===== src/rtl/score_pkg.sv =====
// Shared constants and state encoding for the high-score RAM scheduler.
package score_pkg;
    localparam int NUM_USERS = 6;
    localparam int ADDR_W    = 3;
    localparam int SCORE_W   = 8;

    typedef enum logic [2:0] {
        IDLE    = 3'd0,
        RF_WAIT = 3'd1,
        UP_WAIT = 3'd2,
        UP_CMP  = 3'd3,
        UP_WR   = 3'd4,
        CLR_WR  = 3'd5
    } state_t;
endpackage


===== src/rtl/score_shadow_bank.sv =====
// Registered mirror of the six stored scores feeding the display decoders.
module score_shadow_bank
    import score_pkg::*;
(
    input  logic               clk,
    input  logic               rst,
    input  logic [ADDR_W-1:0]  addr,
    input  logic [SCORE_W-1:0] data,
    input  logic               we,
    output logic [SCORE_W-1:0] scoreUserAddr0,
    output logic [SCORE_W-1:0] scoreUserAddr1,
    output logic [SCORE_W-1:0] scoreUserAddr2,
    output logic [SCORE_W-1:0] scoreUserAddr3,
    output logic [SCORE_W-1:0] scoreUserAddr4,
    output logic [SCORE_W-1:0] scoreUserAddr5
);
    logic [SCORE_W-1:0] regs [NUM_USERS];

    always_ff @(posedge clk or posedge rst) begin
        if (rst) begin
            for (int i = 0; i < NUM_USERS; i++) regs[i] <= '0;
        end else if (we && addr < ADDR_W'(NUM_USERS)) begin
            regs[addr] <= data;
        end
    end

    assign scoreUserAddr0 = regs[0];
    assign scoreUserAddr1 = regs[1];
    assign scoreUserAddr2 = regs[2];
    assign scoreUserAddr3 = regs[3];
    assign scoreUserAddr4 = regs[4];
    assign scoreUserAddr5 = regs[5];
endmodule


===== src/rtl/score_ram_scheduler.sv =====
// Arbitrates the single-port high-score RAM between clear, game-end update and
// a background refresh sweep that keeps the display shadows current.
module score_ram_scheduler #(
    parameter int RD_LAT    = 2,
    parameter int NUM_USERS = 6
) (
    input  logic                         clk,
    input  logic                         rst,
    input  logic                         game_done,
    input  logic [score_pkg::ADDR_W-1:0] userID,
    input  logic [7:0]                   currentGameScore,
    input  logic                         clear_req,
    output logic [score_pkg::ADDR_W-1:0] ram_addr,
    output logic [7:0]                   ram_wdata,
    output logic                         ram_wren,
    input  logic [7:0]                   ram_q,
    output logic [7:0]                   scoreUserAddr0,
    output logic [7:0]                   scoreUserAddr1,
    output logic [7:0]                   scoreUserAddr2,
    output logic [7:0]                   scoreUserAddr3,
    output logic [7:0]                   scoreUserAddr4,
    output logic [7:0]                   scoreUserAddr5,
    output logic                         new_high_score,
    output logic                         update_done,
    output logic                         busy
);
    import score_pkg::*;

    // The address goes out in the dispatching IDLE cycle, so the wait states
    // only cover the remaining read latency.
    localparam logic [1:0]        RF_INIT   = 2'(RD_LAT - 1);
    localparam logic [1:0]        UP_INIT   = 2'((RD_LAT > 1) ? RD_LAT - 2 : 0);
    localparam logic [ADDR_W-1:0] LAST_ADDR = ADDR_W'(NUM_USERS - 1);

    state_t              state, state_nxt;
    logic [1:0]          cnt, cnt_nxt;
    logic [ADDR_W-1:0]   ptr, clr_idx;
    logic                upd_pend, clr_pend;
    logic [ADDR_W-1:0]   pend_user, act_user;
    logic [SCORE_W-1:0]  pend_score, act_score;
    logic                dispatch_upd, dispatch_clr, done_nxt, nhs_nxt;
    logic                sh_we;
    logic [ADDR_W-1:0]   sh_addr;
    logic [SCORE_W-1:0]  sh_data;

    always_ff @(posedge clk or posedge rst) begin
        if (rst) begin
            state          <= IDLE;
            cnt            <= '0;
            ptr            <= '0;
            clr_idx        <= '0;
            upd_pend       <= 1'b0;
            clr_pend       <= 1'b0;
            pend_user      <= '0;
            pend_score     <= '0;
            act_user       <= '0;
            act_score      <= '0;
            update_done    <= 1'b0;
            new_high_score <= 1'b0;
        end else begin
            state          <= state_nxt;
            cnt            <= cnt_nxt;
            update_done    <= done_nxt;
            new_high_score <= nhs_nxt;
            if (state == RF_WAIT && cnt == '0)
                ptr <= (ptr == LAST_ADDR) ? '0 : ptr + 1'b1;
            if (dispatch_clr)
                clr_idx <= '0;
            else if (state == CLR_WR)
                clr_idx <= clr_idx + 1'b1;
            // Pending flags drop at dispatch so a request arriving mid-operation re-arms them.
            upd_pend <= game_done | (upd_pend & ~dispatch_upd);
            clr_pend <= clear_req | (clr_pend & ~dispatch_clr);
            if (game_done) begin
                pend_user  <= userID;
                pend_score <= currentGameScore;
            end
            if (dispatch_upd) begin
                act_user  <= pend_user;
                act_score <= pend_score;
            end
        end
    end

    always_comb begin
        state_nxt    = state;
        cnt_nxt      = cnt;
        ram_addr     = '0;
        ram_wdata    = '0;
        ram_wren     = 1'b0;
        sh_we        = 1'b0;
        sh_addr      = '0;
        sh_data      = '0;
        dispatch_upd = 1'b0;
        dispatch_clr = 1'b0;
        done_nxt     = 1'b0;
        nhs_nxt      = 1'b0;
        case (state)
            IDLE: begin
                if (clr_pend) begin
                    dispatch_clr = 1'b1;
                    state_nxt    = CLR_WR;
                end else if (upd_pend) begin
                    dispatch_upd = 1'b1;
                    if (pend_user < ADDR_W'(NUM_USERS)) begin
                        ram_addr  = pend_user;
                        cnt_nxt   = UP_INIT;
                        state_nxt = (RD_LAT > 1) ? UP_WAIT : UP_CMP;
                    end else begin
                        done_nxt = 1'b1;
                    end
                end else begin
                    ram_addr  = ptr;
                    cnt_nxt   = RF_INIT;
                    state_nxt = RF_WAIT;
                end
            end
            RF_WAIT: begin
                ram_addr = ptr;
                if (cnt == '0) begin
                    sh_we     = 1'b1;
                    sh_addr   = ptr;
                    sh_data   = ram_q;
                    state_nxt = IDLE;
                end else begin
                    cnt_nxt = cnt - 2'd1;
                end
            end
            UP_WAIT: begin
                ram_addr = act_user;
                if (cnt == '0) state_nxt = UP_CMP;
                else           cnt_nxt   = cnt - 2'd1;
            end
            UP_CMP: begin
                ram_addr = act_user;
                if (act_score > ram_q) begin
                    state_nxt = UP_WR;
                end else begin
                    done_nxt  = 1'b1;
                    state_nxt = IDLE;
                end
            end
            UP_WR: begin
                ram_addr  = act_user;
                ram_wdata = act_score;
                ram_wren  = 1'b1;
                sh_we     = 1'b1;
                sh_addr   = act_user;
                sh_data   = act_score;
                done_nxt  = 1'b1;
                nhs_nxt   = 1'b1;
                state_nxt = IDLE;
            end
            CLR_WR: begin
                ram_addr = clr_idx;
                ram_wren = 1'b1;
                sh_we    = 1'b1;
                sh_addr  = clr_idx;
                if (clr_idx == LAST_ADDR) state_nxt = IDLE;
            end
            default: state_nxt = IDLE;
        endcase
    end

    assign busy = upd_pend | clr_pend |
                  (state == UP_WAIT) | (state == UP_CMP) | (state == UP_WR) | (state == CLR_WR);

    score_shadow_bank u_shadow (
        .clk            (clk),
        .rst            (rst),
        .addr           (sh_addr),
        .data           (sh_data),
        .we             (sh_we),
        .scoreUserAddr0 (scoreUserAddr0),
        .scoreUserAddr1 (scoreUserAddr1),
        .scoreUserAddr2 (scoreUserAddr2),
        .scoreUserAddr3 (scoreUserAddr3),
        .scoreUserAddr4 (scoreUserAddr4),
        .scoreUserAddr5 (scoreUserAddr5)
    );
endmodule


===== config.mk =====
export PLATFORM = sky130hd
export DESIGN_NAME = score_ram_scheduler
export DESIGN_NICKNAME = d
export VERILOG_FILES = /design/src/rtl/score_pkg.sv /design/src/rtl/score_shadow_bank.sv /design/src/rtl/score_ram_scheduler.sv
export SDC_FILE = /design/constraint.sdc
export NUM_CORES = 1
export LEC_CHECK = 0
export ABC_AREA = 1
export BUFFER_PORTS_ARGS = -buffer_cell sky130_fd_sc_hd__buf_2
export CELL_PAD_IN_SITES_DETAIL_PLACEMENT = 0
export CELL_PAD_IN_SITES_GLOBAL_PLACEMENT = 1
export CORE_MARGIN = 4
export CORE_UTILIZATION = 38
export CTS_CLUSTER_SIZE = 14
export DETAILED_ROUTE_END_ITERATION = 10
export PLACE_DENSITY_LB_ADDON = 0.1
export SLEW_MARGIN = 20
export SYNTH_ARGS = -nofsm -noshare
export SYNTH_HDL_FRONTEND = slang
export SYNTH_SLANG_ARGS = --single-unit

===== constraint.sdc =====
create_clock -name clk -period 2.8 [get_ports clk]
set_clock_uncertainty 0.2 [all_clocks]
set_input_delay 0.28 -clock clk [delete_from_list [all_inputs] [get_ports clk]]
set_output_delay 0.28 -clock clk [all_outputs]
set_load 0.01 [all_outputs]

==> results.yml <==
run_status:
  status: "complete, no violations"
hold_path:
  holdCritPathClass: "input port to register"
  whs_path_depth: 3
  min_to: "pend_score[7]"
  hp-start: "game_done"
synthesis:
  ys_seq_elements: 85
  ys_seq_area_frac: 0.488
  syn_nets: 504
  ys.flop_type: "dfrtp_1"
  synthCells: 470
  ys_types: 37
  avgSynthCellArea_um2: 9.28
  synth_edf_count: 0
  synth-async-reset-ratio: 1.00
  ys_warn_count: 0
  synth_area_um2: 4360
cells_and_area:
  fin_area_um2: 5340
  num_antenna_cells: 0
  final_util: 0.484
  fillers: 1081
  syn_to_final_growth_pct: 22.4
  finalNetCount: 604
  drive_gt1_frac: 0.323
  multiInputGateArea_um2: 1910
  regArea_um2: 2130
worst_setup_path:
  required_ns: 2.32
  worstPathCellList: "inv_2 -> nand2_1 -> nor2_2 -> inv_2 -> nand2_1 -> nand2_1 -> nand4_1 -> buf_2"
  r2r_cells: 9
  worstSetupEndpointType: "output port"
  r2r_start: "state[0]"
  critPathKind: "register to output port"
  rrSetupSlack_ns: 0.70
  crit_top_cell: "nand2_1"
  startpoint_type: "register"
  crit_arrival_ns: 2.03
  worstReg2RegEnd: "u_shadow.scoreUserAddr0[6]"
  path_max_fanout: 12
  slowest_stage: "dfrtp_1"
  slowest_delay_ns: 0.54
route:
  ant_nets: 0
  highest_layer: "met4"
  drtPass1Iterations: 4
  wl_per_cell_um: 14.7
  route.detailed.drc: 0
  route.met2.wl_um: 4860
  wl_met1_um: 4920
  vias: 3333
  wl_um: 10500
  wl_met3_um: 509
  first_iter_violations: 193
  detail_route.vias_per_cell: 4.66
clock_tree:
  cts_tree: "done"
  cts_buffers: 9
  insertion_delay_ns: 0.34
  cts_setup_buffers: 0
  clock_path_buffers: 2
  cts-root-buf: "clkbuf_16"
  cts-resized-gates: 0
  h-tree-depth: 3
  path_clk_slew_ns: 0.06
  clock-sinks: 85
timing:
  relSlewSlack: 0.536
  timing.final.crit_share: 0.896
  slew_viol_final: 0
  finalHoldViolations: 0
  finalSetupViolCount: 0
  rsz0062_at_grt: "no"
  final.setup.tns_ns: 0
  layout_min_cycle_time_ns: 2.51
  fmax_mhz: 399
  tightestPinTransition_ns: 0.695
power_and_ir_drop:
  p_per_area_nw_per_um2: 1070
  irDropWorstVdd_uv: 457
  p_leak_nw: 2.83
placed_design:
  dp_hpwl_um: 7910
  io_buffers: 85
  globalplace.congestion: 0.858
  dpl_cell_area_um2: 4880
floorplan:
  core_area_um2: 11000
  start_util: 0.395
  fp.dieW_um: 115
  die_area_um2: 13300
  placement_rows: 38
  io_pins: 86
  fp.dieH_um: 115
global_routing:
  grt_pass1_wl_um: 17500
  grt_use_total: 0.171
  grt_max_degree: 39
  antenna_found_initial: 0
  grt_pass1_vias: 3200
  overflow: 0
job:
  maxCapViolCount: 0
==> flip-flops by register name (all words and copies together) (netlist names), 8 cells and up <==
signal,count
u_shadow.scoreUserAddr0,8
u_shadow.scoreUserAddr4,8
u_shadow.scoreUserAddr5,8
u_shadow.scoreUserAddr3,8
act_score,8
u_shadow.scoreUserAddr1,8
u_shadow.scoreUserAddr2,8
pend_score,8
==> report_power, final <==
| group | internal (mW) | leakage (nW) | switching, mW |
|---|---|---|---|
| clock | 0.791 | 0.155 | 0.508 |
| sequential | 1.62 | 1.12 | 0.270 |
| combinational | 0.828 | 1.56 | 1.68 |
| total | 3.24 | 2.83 | 2.46 |
==> final cells by class <==
type                            count  share of cell area
Inverter                           51              0.0375
Clock buffer                       10              0.0429
Clock inverter                      6              0.0180
Sequential cell                    85               0.398
Tap cell                          140              0.0328
Multi-Input combinational cell    321               0.358
Timing Repair Buffer              102               0.112
==> Yosys cell counts, types with 8 or more instances <==
library cell  instances  area share
nand3_1              18       0.021
o21ai_0              28       0.032
nor2_4               13       0.034
buf_6                 8       0.021
o21ai_2              31       0.062
a21oi_1               8      0.0092
a21oi_4               8       0.030
nand2_1             149        0.13
inv_2                10      0.0086
ha_1                 11       0.032
nor2_1               19       0.016
dfrtp_1              85        0.49
inv_1                38       0.033
==> placed cells by master (no fill, tap or decap), types with 2 or more instances in the layout <==
cell type	n
o21ai_2	31
nand4_1	6
a21oi_1	8
nor2_8	2
o2111ai_1	3
buf_2	85
bufinv_16	2
nand3_4	3
nand2_4	2
dfrtp_1	85
o21ai_0	28
inv_2	10
nand2_1	149
dlygate4sd3_1	13
xor2_1	2
nand2_2	3
a31oi_1	2
nor2_4	13
ha_1	11
clkinv_4	2
nor2_2	4
nor2_1	19
buf_4	3
inv_1	37
a21oi_4	8
clkbuf_16	9
nand3_1	18
==> critical path, delay by kind of cell, from the launching register on <==
family                 cells  cell delay, ns
and+or+nand+nor            5            0.59
DFF                        1            0.54
buffers and inverters      3            0.56
==> repair_timing <==
item	in CTS	in global routing
endpoints found under the setup margin	0	0
hold buffers	13	0
hold endpoints to repair	48	0
==> metrics by stage <==
step                      hold WS (ns)  std cells  power [mW]  worst slack [ns]
after CTS                       0.0631        715        5.79             0.291
after global routing            0.0969        715        6.19             0.125
after global placement           0.215        686        4.43             0.723
after detailed placement         0.204        686        4.45             0.670
after floorplan                  0.187        470        3.75             0.127
final                           0.0726        715        5.70             0.291
==> how the worst max path moves through the flow <==
| stage | to | slack [ns] | startpoint | cells past startpoint |
|---|---|---|---|---|
| after global placement | ram_addr[2] | 0.72 | state[0] | 8 |
| after global routing | ram_addr[1] | 0.12 | state[0] | 8 |
| after detailed placement | u_shadow.scoreUserAddr0[6] | 0.67 | state[0] | 9 |
| after CTS | ram_addr[1] | 0.29 | state[0] | 8 |
| after floorplan | act_score[0] | 0.13 | rst | 1 |
| final | ram_addr[1] | 0.29 | state[0] | 8 |
==> per-layer routing <==
layer | GRT usage | up-vias
met1 | 0.239 | 1519
met4 | 0.0610 | 0
li1 | - | 1724
met3 | 0.0337 | 16
met2 | 0.266 | 74
met5 | 0 | -
==> logic make-up (layout without fill, tap and decap cells) <==
group,Yosys count,count (layout),synth area share
AND/OR/NAND/NOR,222,222,0.251
adder cells (fa/ha/maj),11,11,0.0316
flip-flops,85,85,0.488
buffers and inverters,64,169,0.0737
AO/OA/AOI/OAI,86,86,0.152
XOR/XNOR,2,2,0.00402
(Power assumes the default switching activity.)
